==> config.mk <==
export PLATFORM = sky130hd
export DESIGN_NAME = mux_unstriping_n
export DESIGN_NICKNAME = d
export VERILOG_FILES = /design/src/rtl/mux_unstriping_pkg.sv /design/src/rtl/mux_unstriping_n_lane_fifo.sv /design/src/rtl/mux_unstriping_n.sv
export SDC_FILE = /design/constraint.sdc
export NUM_CORES = 1
export LEC_CHECK = 0
export ABC_AREA = 1
export ABC_CLOCK_PERIOD_IN_PS = 3800
export CAP_MARGIN = 25
export CORE_MARGIN = 2
export CORE_UTILIZATION = 50
export CTS_CLUSTER_DIAMETER = 40
export DETAILED_ROUTE_END_ITERATION = 6
export PLACE_DENSITY = 0.7
export SYNTH_ARGS = -nofsm -noshare
export SYNTH_HDL_FRONTEND = slang
export SYNTH_SLANG_ARGS = --single-unit
==> constraint.sdc <==
create_clock -name clk_2f -period 3.8 [get_ports clk_2f]
set_input_delay 0.57 -clock clk_2f [delete_from_list [all_inputs] [get_ports clk_2f]]
set_output_delay 0.57 -clock clk_2f [all_outputs]
set_load 0.02 [all_outputs]
==> src/rtl/mux_unstriping_pkg.sv <==
// mux_unstriping_pkg: shared constants and helpers for the N-lane unstriper.
package mux_unstriping_pkg;
    localparam int DEF_WIDTH = 32;
    localparam int DEF_LANES = 4;
    localparam int DEF_DEPTH = 4;
    localparam logic [15:0] SAT_MAX = 16'hFFFF;

    function automatic int lane_w(input int n);
        return (n > 1) ? $clog2(n) : 1;
    endfunction
endpackage

==> src/rtl/mux_unstriping_n_lane_fifo.sv <==
// lane_fifo: single-clock FIFO with occupancy count; pointers wrap mod DEPTH (power of 2).
module lane_fifo #(
    parameter int WIDTH = 32,
    parameter int DEPTH = 4
) (
    input  logic                     clk,
    input  logic                     rst_n,
    input  logic                     push_i,
    input  logic                     pop_i,
    input  logic [WIDTH-1:0]         din_i,
    output logic [WIDTH-1:0]         dout_o,
    output logic                     full_o,
    output logic                     empty_o,
    output logic [$clog2(DEPTH):0]   count_o
);
    localparam int AW = $clog2(DEPTH);
    localparam int CW = AW + 1;

    logic [WIDTH-1:0] mem_q [DEPTH];
    logic [AW-1:0]    wr_q, wr_d, rd_q, rd_d;
    logic [CW-1:0]    cnt_q, cnt_d;
    logic             do_push, do_pop;

    assign do_push = push_i && !full_o;
    assign do_pop  = pop_i && !empty_o;

    always_comb begin
        wr_d  = do_push ? wr_q + 1'b1 : wr_q;
        rd_d  = do_pop ? rd_q + 1'b1 : rd_q;
        cnt_d = cnt_q + CW'(do_push) - CW'(do_pop);
    end

    always_ff @(posedge clk or negedge rst_n) begin
        if (!rst_n) begin
            wr_q  <= '0;
            rd_q  <= '0;
            cnt_q <= '0;
        end else begin
            wr_q  <= wr_d;
            rd_q  <= rd_d;
            cnt_q <= cnt_d;
        end
    end

    always_ff @(posedge clk) begin
        if (do_push) mem_q[wr_q] <= din_i;
    end

    assign dout_o  = mem_q[rd_q];
    assign full_o  = cnt_q == CW'(DEPTH);
    assign empty_o = cnt_q == '0;
    assign count_o = cnt_q;
endmodule

==> src/rtl/mux_unstriping_n.sv <==
// mux_unstriping_n: re-serialises LANES striped input lanes in strict lane order.
// Optional MUX_UNSTRIPING_N_STATS_EN adds stall_cnt and skew_max statistics outputs.
module mux_unstriping_n
    import mux_unstriping_pkg::*;
#(
    parameter int WIDTH = DEF_WIDTH,
    parameter int LANES = DEF_LANES,
    parameter int DEPTH = DEF_DEPTH,
    localparam int LW = lane_w(LANES),
    localparam int CW = $clog2(DEPTH) + 1
) (
    input  logic                     clk_2f,
    input  logic                     reset_L,
    input  logic [LANES*WIDTH-1:0]   data_in,
    input  logic [LANES-1:0]         valid_in,
    output logic [LANES-1:0]         ready_out,
    output logic [WIDTH-1:0]         data_out,
    output logic                     valid_out,
    input  logic                     ready_in,
    output logic [LW-1:0]            lane_out,
    output logic                     active
`ifdef MUX_UNSTRIPING_N_STATS_EN
    ,
    output logic [15:0]              stall_cnt,
    output logic [CW-1:0]            skew_max
`endif
);
    logic [LANES-1:0]           full, empty, pop;
    logic [WIDTH-1:0]           head [LANES];
    logic [LANES-1:0][CW-1:0]   cnt;
    logic [LW-1:0]              rd_lane_q, rd_lane_d, lane_q, lane_d;
    logic [WIDTH-1:0]           data_q, data_d;
    logic                       valid_q, valid_d, active_q, active_d, rdy_en_q;
    logic                       free, load;

    for (genvar i = 0; i < LANES; i++) begin : g_lane
        lane_fifo #(.WIDTH(WIDTH), .DEPTH(DEPTH)) u_fifo (
            .clk     (clk_2f),
            .rst_n   (reset_L),
            .push_i  (valid_in[i] && ready_out[i]),
            .pop_i   (pop[i]),
            .din_i   (data_in[i*WIDTH +: WIDTH]),
            .dout_o  (head[i]),
            .full_o  (full[i]),
            .empty_o (empty[i]),
            .count_o (cnt[i])
        );
    end

    // ready is held low until the first edge after reset release
    assign ready_out = {LANES{rdy_en_q}} & ~full;
    assign free      = !valid_q || ready_in;
    assign load      = free && !empty[rd_lane_q];
    assign pop       = {{(LANES-1){1'b0}}, load} << rd_lane_q;

    always_comb begin
        rd_lane_d = load ? ((rd_lane_q == LW'(LANES - 1)) ? '0 : rd_lane_q + 1'b1) : rd_lane_q;
        lane_d    = load ? rd_lane_q : lane_q;
        data_d    = load ? head[rd_lane_q] : data_q;
        valid_d   = load || (valid_q && !ready_in);
        active_d  = active_q || load;
    end

    always_ff @(posedge clk_2f or negedge reset_L) begin
        if (!reset_L) begin
            rd_lane_q <= '0;
            lane_q    <= '0;
            data_q    <= '0;
            valid_q   <= 1'b0;
            active_q  <= 1'b0;
            rdy_en_q  <= 1'b0;
        end else begin
            rd_lane_q <= rd_lane_d;
            lane_q    <= lane_d;
            data_q    <= data_d;
            valid_q   <= valid_d;
            active_q  <= active_d;
            rdy_en_q  <= 1'b1;
        end
    end

    assign data_out  = data_q;
    assign valid_out = valid_q;
    assign lane_out  = lane_q;
    assign active    = active_q;

`ifdef MUX_UNSTRIPING_N_STATS_EN
    logic [15:0]   stall_q, stall_d;
    logic [CW-1:0] skew_q, skew_d, occ_max, occ_min;

    always_comb begin
        occ_max = cnt[0];
        occ_min = cnt[0];
        for (int k = 1; k < LANES; k++) begin
            occ_max = (cnt[k] > occ_max) ? cnt[k] : occ_max;
            occ_min = (cnt[k] < occ_min) ? cnt[k] : occ_min;
        end
        stall_d = (free && empty[rd_lane_q] && !(&empty) && stall_q != SAT_MAX) ? stall_q + 1'b1 : stall_q;
        skew_d  = ((occ_max - occ_min) > skew_q) ? occ_max - occ_min : skew_q;
    end

    always_ff @(posedge clk_2f or negedge reset_L) begin
        if (!reset_L) begin
            stall_q <= '0;
            skew_q  <= '0;
        end else begin
            stall_q <= stall_d;
            skew_q  <= skew_d;
        end
    end

    assign stall_cnt = stall_q;
    assign skew_max  = skew_q;
`else
    logic unused_cnt;
    assign unused_cnt = ^cnt;
`endif
endmodule
==> qor.txt, run 1 <==
Core Region -> 46460 um2
Avg Cell Area, Syn -> 11.79 um2
placed insts -> 2705
most frequent cells in the layout -> 621 x nand2_1, 512 x edfxtp_1, 332 x nand3_1
final hold slack -> 0.09680 ns
Clock Skew -> 0.01986 ns
via count -> 15580
DR WL/cell -> 20.69 um
drt total wl -> 58570 um
clock latency at the later pin of the worst-skew pair -> 0.60 ns
Die Y -> 220.9 um
CTS max path bufs -> 3
initial core utilization -> 0.5062
synthesized area -> 23520 um2
DR pass1 iterations -> 5
Crit path required time -> 4.30 ns
post-synthesis async set-or-reset flop share -> 0.1157
critical path launch point type -> register
P_leak -> 10.60 nW
number of max-cap violations -> 0
Clock Pin Slew Worst Setup and Hold Paths -> 0.06 ns
Synth area leader -> edfxtp_1
layout cell share with drive strength beyond 1 -> 0.08318
Final #Nets -> 2333
RSZ-0062 raised after global routing -> false
H-Tree Depth -> 3
Post-Syn Instances -> 1995
Die X -> 220.9 um
Final Wtd Congestion -> 0.8479
Via density -> 5.502
Worst VDD drop -> 472.9 uV
CP arrival -> 3.51 ns
actual slew at the worst max-slew pin -> 0.9609 ns
postcts setup bufs -> 0
Post-synth EDFFs -> 512
Ports -> 175
Iter 0 DRT Violations -> 1842
Clock Sinks -> 579
die area -> 48780 um2
synth unique cells -> 28
max-slew violation count -> 0
remaining global-route overflow -> 0
Synth Net Count -> 2159
most frequent standard cell in the layout excluding fill and tap cells -> nand2_1
top_reg_cell synth -> edfxtp_1
dpl cell area -> 25780 um2
fin area -> 28070 um2
Post-Layout Cell Count -> 2831
Final Critical Period -> 3.009 ns
CP endpoint kind -> register
top cells by area, synth -> edfxtp_1 65%, nand2_1 9.9%, dfrtp_1 7.1%
DP HPWL -> 36660 um
Ys Warns -> 0
area delta synth->final -> 19.37%
# resized after CTS -> 0
antenna violations before repair -> 1
status -> finished, final reports clean
vias in the first global route -> 14610
setup tns final -> 0 ns
worst rel slew slack -> 0.3585
fillers -> 3552
root buf cell -> clkbuf_16
pwr/cell area -> 802.9 nW/um2
period utilization -> 0.7919
TritonCTS clock tree -> built
setup violators final -> 0
row count -> 79
Seq/Total Area, Yosys -> 0.7251
Hold Crit Class -> in -> async
Seq cells post-synth -> 579
Detail Route Antenna Nets -> 0
top cell type's share of synthesized area -> 0.6538
gr usage total -> 0.2370
I/O Buffers -> 174
ant diodes -> 0
Critical Setup Path Class -> reg -> reg
f_max -> 332.3 MHz
TritonCTS buffer count -> 68
first-pass GRT wire length -> 87290 um
largest net degree at the start of global routing -> 68
cts hold-fix bufs -> 0
crit-path max FO -> 50
Residual DRC -> 0
final hold vios -> 0
[synth_stat cells (2+ instances only)]
cell type / number
buf_1: 4
inv_1: 58
o21ai_1: 50
o21ai_0: 42
dfrtp_1: 67
nand4_1: 6
buf_2: 57
nand3_2: 2
nand2_1: 621
buf_4: 17
xnor2_1: 5
clkbuf_1: 25
nor2_1: 133
edfxtp_1: 512
a21oi_1: 3
nand3_1: 332
ha_1: 25
fa_1: 4
inv_2: 5
nor2_4: 2
buf_6: 7
xor2_1: 12
[power breakdown]
part	total [mW]	internal [mW]	switching, mW
combinational	7.58	2.28	5.30
sequential	8.48	7.92	0.557
clock	6.47	3.80	2.67
total	22.5	14.0	8.53
[through the flow]
step,power [mW],setup WS (ns),utilization
finish,22.54,0.7906,0.6042
global route,23.68,0.6499,0.6042
CTS,22.56,0.8283,0.6038
detailed placement,16.07,0.7139,0.5549
global placement,15.86,0.7751,0.5545
floorplan,13.27,0.8252,-
[metal layers]
layer | track usage | up-vias | routed length, um
li1 | - | 7228 | -
met1 | 0.3357 | 7576 | 24270
met2 | 0.3643 | 667 | 27320
met3 | 0.04183 | 104 | 4729
met4 | 0.1013 | 2 | 2237
met5 | 0 | - | 15
[flip-flops by register name (all words and copies together) (netlist names)]
signal / cells
data_out: 32
valid_out: 1
g_lane.u_fifo.mem_q: 512
g_lane.u_fifo.wr_q: 8
g_lane.u_fifo.rd_q: 8
g_lane.u_fifo.count_o: 12
lane_out: 2
active: 1
rd_lane_q: 2
rdy_en_q: 1
[area by class of cell]
| cell class | count | area (um2) | share of cell area |
|---|---|---|---|
| sequential | 579 | 17060 | 0.6077 |
| clock inverter | 44 | 491.7 | 0.01752 |
| multi-input combinational | 1243 | 5668 | 0.2019 |
| timing repair buffer | 214 | 2077 | 0.07399 |
| inverter | 63 | 236.5 | 0.008424 |
| tap | 607 | 759.5 | 0.02706 |
| clock buffer | 81 | 1780 | 0.06343 |
[final timing paths]
path,start,endpoint,slack (ns),cells after the start
setup reg to reg,rd_lane_q[0]$_DFFE_PN0N_,g_lane[2].u_fifo.count_o[2]$_DFF_PN0_,0.79,10
hold reg to reg,g_lane[3].u_fifo.count_o[1]$_DFF_PN0_,g_lane[3].u_fifo.count_o[2]$_DFF_PN0_,0.52,1
hold / removal,reset_L,data_out[14]$_DFFE_PN0N_,0.1,1
max in group asynchronous,reset_L,g_lane[1].u_fifo.rd_q[0]$_DFFE_PN0P_,3.03,1
setup / recovery,rd_lane_q[0]$_DFFE_PN0N_,g_lane[2].u_fifo.count_o[2]$_DFF_PN0_,0.79,10
min in group clk_2f,g_lane[3].u_fifo.count_o[1]$_DFF_PN0_,g_lane[3].u_fifo.count_o[2]$_DFF_PN0_,0.52,1
[critical path: stages, from the launching register on]
cell     delay, ns
dfrtp_2       0.62
inv_2         0.16
buf_4         0.55
nand2_1       0.14
nor3_2        0.28
ha_1          0.31
inv_1         0.07
ha_1          0.14
inv_1         0.05
fa_1          0.37
xnor2_1       0.21
[cell families (layout without fill, tap and decap cells)]
group,after synthesis,count (layout),share of synthesized area
simple gates,1100,1100,0.1956
buf+inv,173,402,0.03559
fa+ha+maj,29,29,0.01671
other cells,1,1,0.0001595
compound gates,96,96,0.02048
xor+xnor,17,17,0.006331
flops,579,579,0.7251
Power figures use the tool's default switching activity.
==> run 2: changes to the inputs <==
ABC_CLOCK_PERIOD_IN_PS = 3000   (was 3800)
clock period = 3 ns   (was 3.8 ns; I/O delays follow)
==> run 2 against run 1 <==
- the flow now finishes with violations (negative hold slack)
- critical path depth decreased by 7
- worst hold slack got worse by 0.12 ns
- worst setup slack got worse by 0.41 ns
- utilization increased by 0.71 points
- clock skew increased by 0.011 ns
- clock-buffer cell count increased by 5
- global-route usage increased by 0.42 points
- non-clock buffer count increased by 7
- via count about the same
- first-iteration DRC count about the same
- critical endpoint is now ready_out[2]
- largest cell class unchanged
- largest power group unchanged
==> qor.txt, run 2 (same netlist as run 1, synthesis figures left out) <==
TritonCTS buffer count -> 74 (+8.8%)
Hold Crit Class -> in -> async
DR pass1 iterations -> 6 (+1)
Worst VDD drop -> 508.8 uV (+7.6%)
remaining global-route overflow -> 0 (unchanged)
Largest register FFs -> 512 (unchanged)
die area -> 48780 um2 (unchanged)
register name with the most flops -> g_lane.u_fifo.mem_q
postcts setup bufs -> 0 (unchanged)
I/O Buffers -> 174 (unchanged)
dpl cell area -> 25860 um2 (+0.33%)
final hold vios -> 18 (+18)
via count -> 15570 (-0.058%)
largest net degree at the start of global routing -> 68 (unchanged)
fillers -> 3523 (-0.82%)
pwr/cell area -> 1032 nW/um2 (+29%)
Post-Layout Cell Count -> 2851 (+0.71%)
layout cell share with drive strength beyond 1 -> 0.08872 (+0.005537)
crit-path max FO -> 3 (-94%)
Top delay family on crit path -> buffers and inverters
Final Critical Period -> 2.624 ns
register area -> 17060 um2 (unchanged)
critical path launch point type -> register
worst setup path start -> g_lane[2].u_fifo.count_o[1]$_DFF_PN0_
placed insts -> 2713 (+0.30%)
drt total wl -> 59120 um (+0.95%)
critical-path cell list -> nor2_1 > a21oi_1 > clkdlybuf4s50_1
Clock Skew -> 0.03064 ns (+0.01078 ns)
Die Y -> 220.9 um (unchanged)
Clock Sinks -> 579 (unchanged)
Critical Setup Path Class -> reg -> out
Largest stage delay, worst path -> 0.75 ns (+0.13 ns)
RSZ-0062 raised after global routing -> false
Die X -> 220.9 um (unchanged)
final hold slack -> -0.02685 ns (-0.1237 ns)
status -> finished, violations left
Core Region -> 46460 um2 (unchanged)
DR WL/cell -> 20.74 um (+0.24%)
CP arrival -> 2.17 ns (-1.34 ns)
Iter 0 DRT Violations -> 1841 (-0.054%)
antenna violations before repair -> 2 (+1)
max-slew violation count -> 0 (unchanged)
reg2reg setup slack -> 0.53 ns (-0.26 ns)
failing checks -> negative hold slack
TritonCTS clock tree -> built
Residual DRC -> 0 (unchanged)
Core Util, Final -> 0.6113 (+0.007111)
CTS max path bufs -> 3 (unchanged)
row count -> 79 (unchanged)
# resized after CTS -> 0 (unchanged)
Detail Route Antenna Nets -> 0 (unchanged)
post-layout worst setup margin -> 0.3758 ns (-0.4148 ns)
area delta synth->final -> 20.77%
period utilization -> 0.8747
most frequent cells in the layout -> 621 x nand2_1, 512 x edfxtp_1, 332 x nand3_1
most frequent standard cell in the layout excluding fill and tap cells -> nand2_1
root buf cell -> clkbuf_16
Ports -> 175 (unchanged)
Crit path required time -> 2.55 ns (-1.75 ns)
setup violators final -> 0 (unchanged)
area of the multi-input gates -> 5668 um2 (unchanged)
fin area -> 28400 um2 (+1.2%)
P_leak -> 10.76 nW (+1.5%)
pre-CTS setup slack -> 0.1895 ns (-0.5244 ns)
worst rel slew slack -> 0.3870 (+0.02849)
DP HPWL -> 37670 um (+2.8%)
first-pass GRT wire length -> 89180 um (+2.2%)
Via density -> 5.461 (-0.76%)
actual slew at the worst max-slew pin -> 0.9195 ns (-0.04134 ns)
worst reg2reg path endpoint -> g_lane[3].u_fifo.count_o[2]$_DFF_PN0_
reg2reg path depth -> 12 (+2)
H-Tree Depth -> 3 (unchanged)
f_max -> 381.1 MHz
Clock Pin Slew Worst Setup and Hold Paths -> 0.06 ns (about the same)
CP endpoint kind -> output port
clock latency at the later pin of the worst-skew pair -> 0.61 ns (about the same)
Worst R2R Start -> g_lane[2].u_fifo.count_o[1]$_DFF_PN0_
Final #Nets -> 2346 (+0.56%)
vias in the first global route -> 15040 (+2.9%)
setup tns final -> 0 ns (unchanged)
gr usage total -> 0.2411 (+0.004152)
Worst path slowest cell -> clkdlybuf4s50_1
CP Buf/Inv Count -> 1 (-3)
cts hold-fix bufs -> 0 (unchanged)
Final Wtd Congestion -> 0.8468 (-0.13%)
initial core utilization -> 0.5062 (unchanged)
number of max-cap violations -> 0 (unchanged)
==> run 2: cell count changes in the layout (fill, tap and decap cells not counted) <==
cell,change
clkbuf_16,+8
clkinv_8,+3
diode_2,+1
bufinv_16,+4
clkinvlp_4,+2
clkinvlp_2,-1
inv_8,-3
buf_4,+6
inv_6,-2
clkbuf_8,-3
clkinv_4,+2
clkinv_1,+5
inv_16,-3
buf_12,+1
==> run 2: worst max-delay path by stage <==
stage / end / cells after the start / slack [ns]
global placement: g_lane[3].u_fifo.count_o[2]$_DFF_PN0_ / 11 / 0.30
floorplan: g_lane[1].u_fifo.mem_q[0][0]$_DFFE_PP_ / 4 / 0.03
finish: ready_out[2] / 3 / 0.38
detailed placement: g_lane[3].u_fifo.count_o[2]$_DFF_PN0_ / 11 / 0.19
global route: ready_out[2] / 3 / 0.33
CTS: ready_out[2] / 3 / 0.38
==> run 2: area by class of cell <==
cell class                 count  area share
sequential                   579      0.6006
antenna                        1  0.00008811
inverter                      63    0.008326
timing repair buffer         221     0.07542
clock inverter                51     0.02097
clock buffer                  86     0.06828
tap                          607     0.02674
multi-input combinational   1243      0.1996
==> run 2: through the flow <==
| stage | hold slack, ns | total power [mW] |
|---|---|---|
| after floorplan | 0.1544 | 16.81 |
| after global placement | 0.4797 | 20.16 |
| after detailed placement | 0.4833 | 20.45 |
| after CTS | 0.002444 | 29.40 |
| after global routing | 0.04162 | 30.76 |
| final | -0.02685 | 29.31 |
==> run 2: power breakdown <==
group / switching (mW) / internal (mW)
Sequential: 0.663 / 10.0
Clock: 3.41 / 5.50
Combinational: 6.75 / 2.95
Total: 10.8 / 18.5
==> run 2: worst reg2reg max path: cells and delay by family (launching register included) <==
family,cells,cell delay (ns)
XOR/XNOR,2,0.39
adder cells (fa/ha/maj),3,0.84
buffers and inverters,2,0.11
flip-flops,1,0.43
AND/OR/NAND/NOR,5,0.60
==> run 2: layer usage <==
metal	vias to the layer above	share of wire	track usage	wire, um
li1	7264	-	-	-
met1	7570	0.41	0.3297	24020
met2	622	0.48	0.3845	28420
met3	110	0.078	0.04767	4636
met4	2	0.035	0.09309	2041
met5	-	0.00022	0	13
